File: src/rtl/uart_tx_arbiter.sv
// Round-robin arbiter sharing one uart_tx among N_REQ byte sources,
// with per-message locking via req_last and an optional stall timeout.
module uart_tx_arbiter #(
  parameter int N_REQ        = 4,
  parameter int LOCK_TIMEOUT = 1023
) (
  input  logic                       clk,
  input  logic                       reset,
  input  logic [N_REQ-1:0]           req_valid,
  input  logic [8*N_REQ-1:0]         req_data,
  input  logic [N_REQ-1:0]           req_last,
  output logic [N_REQ-1:0]           req_ready,
  output logic                       tx_start,
  output logic [7:0]                 tx_din,
  input  logic                       tx_done_tick,
  output logic                       grant_valid,
  output logic [$clog2(N_REQ)-1:0]   grant_id,
  output logic                       lock_timeout
);

  localparam int IW = $clog2(N_REQ);
  localparam int CW = (LOCK_TIMEOUT > 0) ? $clog2(LOCK_TIMEOUT + 1) : 1;
  localparam logic [IW-1:0] LAST_ID = IW'(N_REQ - 1);
  localparam logic [CW-1:0] CNT_END =
    CW'((LOCK_TIMEOUT > 0) ? LOCK_TIMEOUT - 1 : 0);
  localparam logic [CW-1:0] CNT_MAX = '1;

  typedef enum logic [1:0] {
    IDLE,
    LAUNCH,
    WAIT_DONE,
    HOLD
  } state_t;

  state_t          state;
  logic [IW-1:0]   rr_ptr;
  logic [IW-1:0]   pick_id;
  logic [IW-1:0]   take_id;
  logic [IW-1:0]   next_ptr;
  logic            pick_found;
  logic            take;
  logic            cap_last;
  logic            done_ev;
  logic            hold_exp;
  logic [CW-1:0]   cnt;
  logic [7:0]      take_byte;

  // Scan downward so the lowest offset from rr_ptr wins.
  always_comb begin : rr_scan
    int j;
    j          = 0;
    pick_found = 1'b0;
    pick_id    = '0;
    for (int k = N_REQ - 1; k >= 0; k--) begin
      j = int'(rr_ptr) + k;
      if (j >= N_REQ) j = j - N_REQ;
      if (req_valid[IW'(j)]) begin
        pick_found = 1'b1;
        pick_id    = IW'(j);
      end
    end
  end

  assign done_ev  = (state == WAIT_DONE) && tx_done_tick;
  assign hold_exp = (LOCK_TIMEOUT != 0) && (cnt == CNT_END);
  assign next_ptr = (grant_id == LAST_ID) ? '0 : grant_id + IW'(1);

  always_comb begin
    take    = 1'b0;
    take_id = grant_id;
    unique case (1'b1)
      (state == IDLE): begin
        take    = pick_found;
        take_id = pick_id;
      end
      (state == HOLD): take = req_valid[grant_id];
      done_ev:         take = !cap_last && req_valid[grant_id];
      default: ;
    endcase
  end

  assign req_ready = (take && !reset) ? (N_REQ'(1) << take_id) : '0;
  assign take_byte = req_data[{take_id, 3'b000} +: 8];

  always_ff @(posedge clk or posedge reset) begin
    if (reset) begin
      state        <= IDLE;
      rr_ptr       <= '0;
      tx_start     <= 1'b0;
      tx_din       <= 8'h00;
      grant_valid  <= 1'b0;
      grant_id     <= '0;
      lock_timeout <= 1'b0;
      cnt          <= '0;
      cap_last     <= 1'b0;
    end else begin
      tx_start     <= 1'b0;
      lock_timeout <= 1'b0;
      if (take) begin
        tx_din      <= take_byte;
        cap_last    <= req_last[take_id];
        grant_id    <= take_id;
        grant_valid <= 1'b1;
        tx_start    <= 1'b1;
        state       <= LAUNCH;
      end else begin
        unique case (state)
          LAUNCH: state <= WAIT_DONE;
          WAIT_DONE: begin
            if (tx_done_tick) begin
              if (cap_last) begin
                rr_ptr      <= next_ptr;
                grant_valid <= 1'b0;
                state       <= IDLE;
              end else begin
                cnt   <= '0;
                state <= HOLD;
              end
            end
          end
          HOLD: begin
            if (hold_exp) begin
              lock_timeout <= 1'b1;
              rr_ptr       <= next_ptr;
              grant_valid  <= 1'b0;
              state        <= IDLE;
            end else if (cnt != CNT_MAX) begin
              cnt <= cnt + CW'(1);
            end
          end
          default: ;
        endcase
      end
    end
  end

endmodule
File: config.mk
export PLATFORM = sky130hd
export DESIGN_NAME = uart_tx_arbiter
export DESIGN_NICKNAME = d
export VERILOG_FILES = /design/src/rtl/uart_tx_arbiter.sv
export SDC_FILE = /design/constraint.sdc
export NUM_CORES = 1
export LEC_CHECK = 0
export BUFFER_PORTS_ARGS = -buffer_cell sky130_fd_sc_hd__buf_4
export CAP_MARGIN = 25
export CORE_MARGIN = 3
export CORE_UTILIZATION = 40
export CTS_CLUSTER_SIZE = 40
export DETAILED_ROUTE_END_ITERATION = 7
export PLACE_DENSITY = 0.67
export SYNTH_ARGS = -nofsm -noshare
export SYNTH_HDL_FRONTEND = slang
export SYNTH_SLANG_ARGS = --single-unit
File: constraint.sdc
create_clock -name clk -period 2.4 [get_ports clk]
set_input_delay 0.72 -clock clk [delete_from_list [all_inputs] [get_ports clk]]
set_output_delay 0.72 -clock clk [all_outputs]
set_load 0.05 [all_outputs]
## Word level (Yosys, flattened, before mapping)

Index checks and enable logic that the tools add are counted.

| storage, ports and cells | value |
|---|---|
| flip-flop bits (word level) | 28 |
| bits of input ports | 43 |
| output and inout bits | 17 |
| logic and storage cells | 114 |

| cells by class | value |
|---|---|
| $add $sub $neg | 9 |
| magnitude comparators | 10 |
| equality and inequality tests | 15 |
| shift-type cells | 2 |
| mux-type cells | 55 |
| bitwise gates (word level) | 1 |
| reductions and logical operators | 13 |

Operators with widths:

| cell | count |
|---|---|
| 2-to-1 mux 10 bit | 4 |
| 2-to-1 mux 2 bit | 17 |
| variable part select 32 x 6 -> 8 bit | 1 |
| 2-to-1 mux 1 bit | 22 |
| one-hot mux 10 bit (2 select lines) | 1 |
| less-than comparator 2 x 4 -> 1 bit (second input constant) | 4 |
| binary-select mux 1 bit (select 2 bit) | 6 |
| adder 10 x 1 -> 10 bit (second input constant) | 1 |
| == test 10 bit (second input constant) | 1 |
| inequality test 10 bit (second input constant) | 1 |
| inequality test 2 bit (second input constant) | 5 |
| greater-or-equal comparator 3 bit (second input constant) | 3 |
| inequality test 3 bit (second input constant) | 3 |
| subtractor 2 x 1 -> 2 bit (second input constant) | 4 |
| adder 2 x 2 -> 3 bit (second input constant) | 2 |
| == test 2 bit (second input constant) | 3 |
| less-than comparator 2 x 3 -> 1 bit (second input constant) | 2 |
| one-hot mux 2 bit (3 select lines) | 1 |
| AND reduction 6 bit | 1 |
| AND reduction 5 bit | 1 |
| 2-to-1 mux 4 bit | 1 |
| one-hot mux 2 bit (2 select lines) | 1 |
| AND reduction 4 bit | 1 |
| nonzero test 4 bit | 1 |
| 15 further kinds | 18 |

## Depth between registers and ports, before layout

| depth | value |
|---|---|
| depth in word-level cells | 13 |
| gate-level depth with buffers | 8 |
| depth with buffers taken out | 7 |

## Worst setup path after synthesis

Ideal clock, no wire load.

| path | value |
|---|---|
| kind | flip-flop to output port |
| start | register grant_id[0] |
| end | output req_ready[2] |
| data arrival time | 2671 ps |
| required time | 1680 ps |
| slack | -991 ps |
| cell stages (with the launch flop) | 9 |
| buffers on the path | 2 |
| cells stage by stage | dfrtp_1 > clkbuf_1 > mux4_2 > inv_1 > o21a_2 > inv_2 > buf_2 > nand2_1 > a21oi_1 |

| between the ends | value |
|---|---|
| cells in the longest elaborated chain, start to end | 6 |
| elaborated cells between the ends (all ways) | 8 |

RTL lines:

| element | RTL line | RTL |
|---|---|---|
| from (decl) | 17 | `output logic [$clog2(N_REQ)-1:0] grant_id,` |
| from (signal assigned) | 102 | `grant_id <= take_id;` |
| binary-select mux 1 bit (select 2 bit) | 76, 77 |  |
| 2-to-1 mux 1 bit (not written as such) | 76, 77 |  |
| logical AND 1 bit | 77 | `done_ev: take = !cap_last && req_valid[grant_id];` |
| one-hot mux 1 bit (3 select lines) | 71 | `unique case (1'b1)` |
| logical AND 1 bit | 82 | `assign req_ready = (take && !reset) ? (N_REQ'(1) << take_id) : '0;` |
| 2-to-1 mux 4 bit (*) | 82 |  |
| to (decl) | 12 | `output logic [N_REQ-1:0] req_ready,` |

Mark *: on every way between the ends. The rest lies on a longest branch, timed or not. The select of a mux whose other input is x is not followed.

## Worst setup path after layout

| path | value |
|---|---|
| start | input req_valid[0] |
| end | output req_ready[3] |

| between the ends | value |
|---|---|
| cells in the longest elaborated chain, start to end | 10 |
| elaborated cells between the ends (all ways) | 28 |

RTL lines:

| element | RTL line | RTL |
|---|---|---|
| from (decl) | 9 | `input logic [N_REQ-1:0] req_valid,` |
| binary-select mux 1 bit (select 2 bit) | 57 | `if (req_valid[IW'(j)]) begin` |
| 2-to-1 mux 1 bit (not written as such) (2 in series) | 57 |  |
| 2-to-1 mux 1 bit or 2-to-1 mux 2 bit (tied branches) (4 in series) | 57 |  |
| one-hot mux 1 bit (3 select lines) or 2-to-1 mux 2 bit (tied branches) | 71 |  |
| logical AND 1 bit or << shifter 1 x 2 -> 4 bit (tied branches) | 82 |  |
| 2-to-1 mux 4 bit (*) | 82 |  |

Marked as above.

==> metrics.txt <==
later-pin clock latency in the skew report=0.28 ns; leading area contributor after synthesis=dfrtp_1; R2R cell count=8; worst-margin pin slew=0.394 ns; GRT busiest layer=met2; clk_skew=0.00557 ns; Pins Over Slew Limit=0; setup ws final=-0.244 ns; Starting DRT DRC Count=77; Crit path depth=8; vias per inst=5.56; post-route ant nets=0; crit-path most repeated cell=and2_4; RSZ-0062 raised after global routing=true; via count=2084; DRT Pass-1 Iters=4; Fillers=421; reg-to-reg startpoint=rr_ptr[1]; Distinct cells, synth=43; Placer Congestion=0.831; fmax=378 MHz; crit start category=input pin; Placeable Area=4750 um2; failing checks=setup timing; design area=3000 um2; synthesized flop and latch total=28; number of global-route vias before repair=2087; Reg area=704 um2; register area share after synthesis=0.353; Die H=76.5 um; status=finished with violations; WHS=0.371 ns; Multi-input gate area=1330 um2; crit share post-route=1.10; Critical-path top delay cell=a221oi_2; Setup Viol. Count Final=4; Syn-to-layout area delta=51.1%; crit path from=req_valid[0]; CP endpoint kind=output pin; crit path kind=input pin to output pin; syn_area_per_cell=9.07 um2; largest net degree at the start of global routing=24; worst IR drop on VDD=0.587 mV; die width=76.5 um; ys async rst share=1.00; global-route track usage on met3=0.0343; FF-to-FF setup slack=0.10 ns; maxcap violations=0; Mapped Nets=265; EDFF count, synth=0; hold_buf cts=0; GRT Total Usage=0.214; final hold violations=0; Worst Hold Class=input pin to async pin; H-tree levels=1; Critical Path Fanout Max=7; minimum clock period=2.64 ns; nets@finish=355; worst endpoint data arrival time=1.92 ns; Yosys warnings=0; die area=5850 um2; met2 usage=0.344; diode count=0; cell area after synthesis=1990 um2; pwr/cell area=1220 nW/um2; first-pass GRT wire length=10.3 mm; total gr overflow=0; met1 GRT Util=0.303; sequence of cells on the critical path=buf_8, and2_4, a221oi_2, buf_4, and2_4, a31oi_4, nor2_4, buf_6; Post-Synthesis Cells=219; Initial Util=0.418; clock tree buffer depth=2; row count=25; drc violations=0; CTS root buf=clkbuf_8; Leak=1.33 nW; Post-synth top flop=dfrtp_1; CP bufs+invs=3; Synth top area share=0.353; CTS sink cnt=28; ranking of synthesized cells by area=dfrtp_1, mux4_2, o21ai_0; Req. time, crit path=1.68 ns; Num CTS Buffers=3; Top delay family on crit path=buffers and inverters; drt wl/cell=15.9 um; Relative slew margins=0.736; placed cell area=2750 um2; final wirelength=5.98 mm; PortBufs=59; slowest stage delay, CP=0.29 ns; Worst-path clk slew=0.11 ns; CTS tree=yes; hpwl dp=4.41 mm; Finished Core Util=0.631; layout cells sized above 1=0.474; Ports=60; antenna violations before repair=0
registers in the layout, indices dropped and copies added (netlist names):
name / cells
cap_last: 1
grant_id: 2
tx_start: 1
cnt: 10
tx_din: 8
state: 2
grant_valid: 1
rr_ptr: 2
lock_timeout: 1
routing by layer:
layer	wire [um]	share of wire
met3	238	0.040
met2	2860	0.48
met4	56	0.0094
met1	2820	0.47
met5	0	0
power by group:
group | internal, mW | switching [mW]
Clock | 0.224 | 0.163
Sequential | 0.640 | 0.123
Combinational | 1.12 | 1.41
Total | 1.98 | 1.69
synth_stat cells, types with 2 or more instances:
library cell,number
nand2b_1,3
mux2i_1,4
ha_1,3
a221oi_1,9
nand3_1,6
a21o_1,3
nor2_1,23
a21oi_1,12
dfrtp_1,28
a22oi_1,3
mux2_2,10
buf_2,2
o31ai_1,4
nor3_1,4
nand2_1,19
nand4_1,2
nor2b_1,2
o21ai_0,25
a31oi_1,3
inv_1,7
and3_1,5
and2_1,2
clkbuf_1,9
mux4_2,7
a22o_1,6
worst reg2reg max path: stages, from the launching register on:
cell and delay, ns:
dfrtp_2 0.47, and2_4 0.19, a221oi_2 0.29, buf_4 0.19, buf_4 0.12, buf_4 0.12
mux2_2 0.32, a221oi_1 0.36, a21oi_1 0.12
final cells by class:
type	instances	area share
multi-input cells	171	0.443
repair buffers	97	0.258
flip-flops and latches	28	0.235
well taps	67	0.0279
clock buffers	3	0.0138
inverters	8	0.0129
clock inverters	1	0.0100
per-stage QoR:
stage	std cells	setup slack (ns)	TNS (ns)	power, mW
6_report	375	-0.244	-0.875	3.67
5_1_grt	375	-0.315	-1.04	3.92
4_1_cts	377	-0.233	-0.949	3.63
2_1_floorplan	219	-0.233	-0.825	2.32
3_3_place_gp	363	-0.314	-1.48	3.03
3_5_place_dp	363	-0.341	-1.63	3.06
kinds of logic after synthesis:
logic type,Yosys count,synth area share
compound gates,74,0.251
fa+ha+maj,3,0.0189
buf+inv,20,0.0428
flops,28,0.353
mux,21,0.156
simple gates,73,0.179
repair_timing:
action,in CTS,in global routing
resized for setup,22,8
pin swaps,3,4
buffers inserted,10,2
endpoints found under the setup margin,4,7
placed cells by master (no fill, tap or decap), types with 3 or more instances in the layout:
master	n
buf_4	89
dfrtp_1	25
o21ai_0	24
nor2_1	19
nand2_1	18
a21oi_1	11
mux2_2	9
mux4_2	7
a22o_1	6
a221oi_1	6
nand3_1	6
inv_1	5
mux2i_1	4
o31ai_1	4
nor3_1	4
buf_8	4
buf_6	4
nand2b_1	3
a21o_1	3
a221oi_2	3
and3_1	3
a22oi_1	3
ha_1	3
clkbuf_8	3
dfrtp_2	3
path summary, 6_finish.rpt:
kind / endpoint
worst max-delay path: req_ready[3]
worst min register to register: grant_valid
worst min-delay path: tx_din[2]
max in group asynchronous: grant_id[0]
min in group clk: grant_valid
worst max register to register: tx_din[4]
Note: power is estimated with default switching activity, not from simulation.
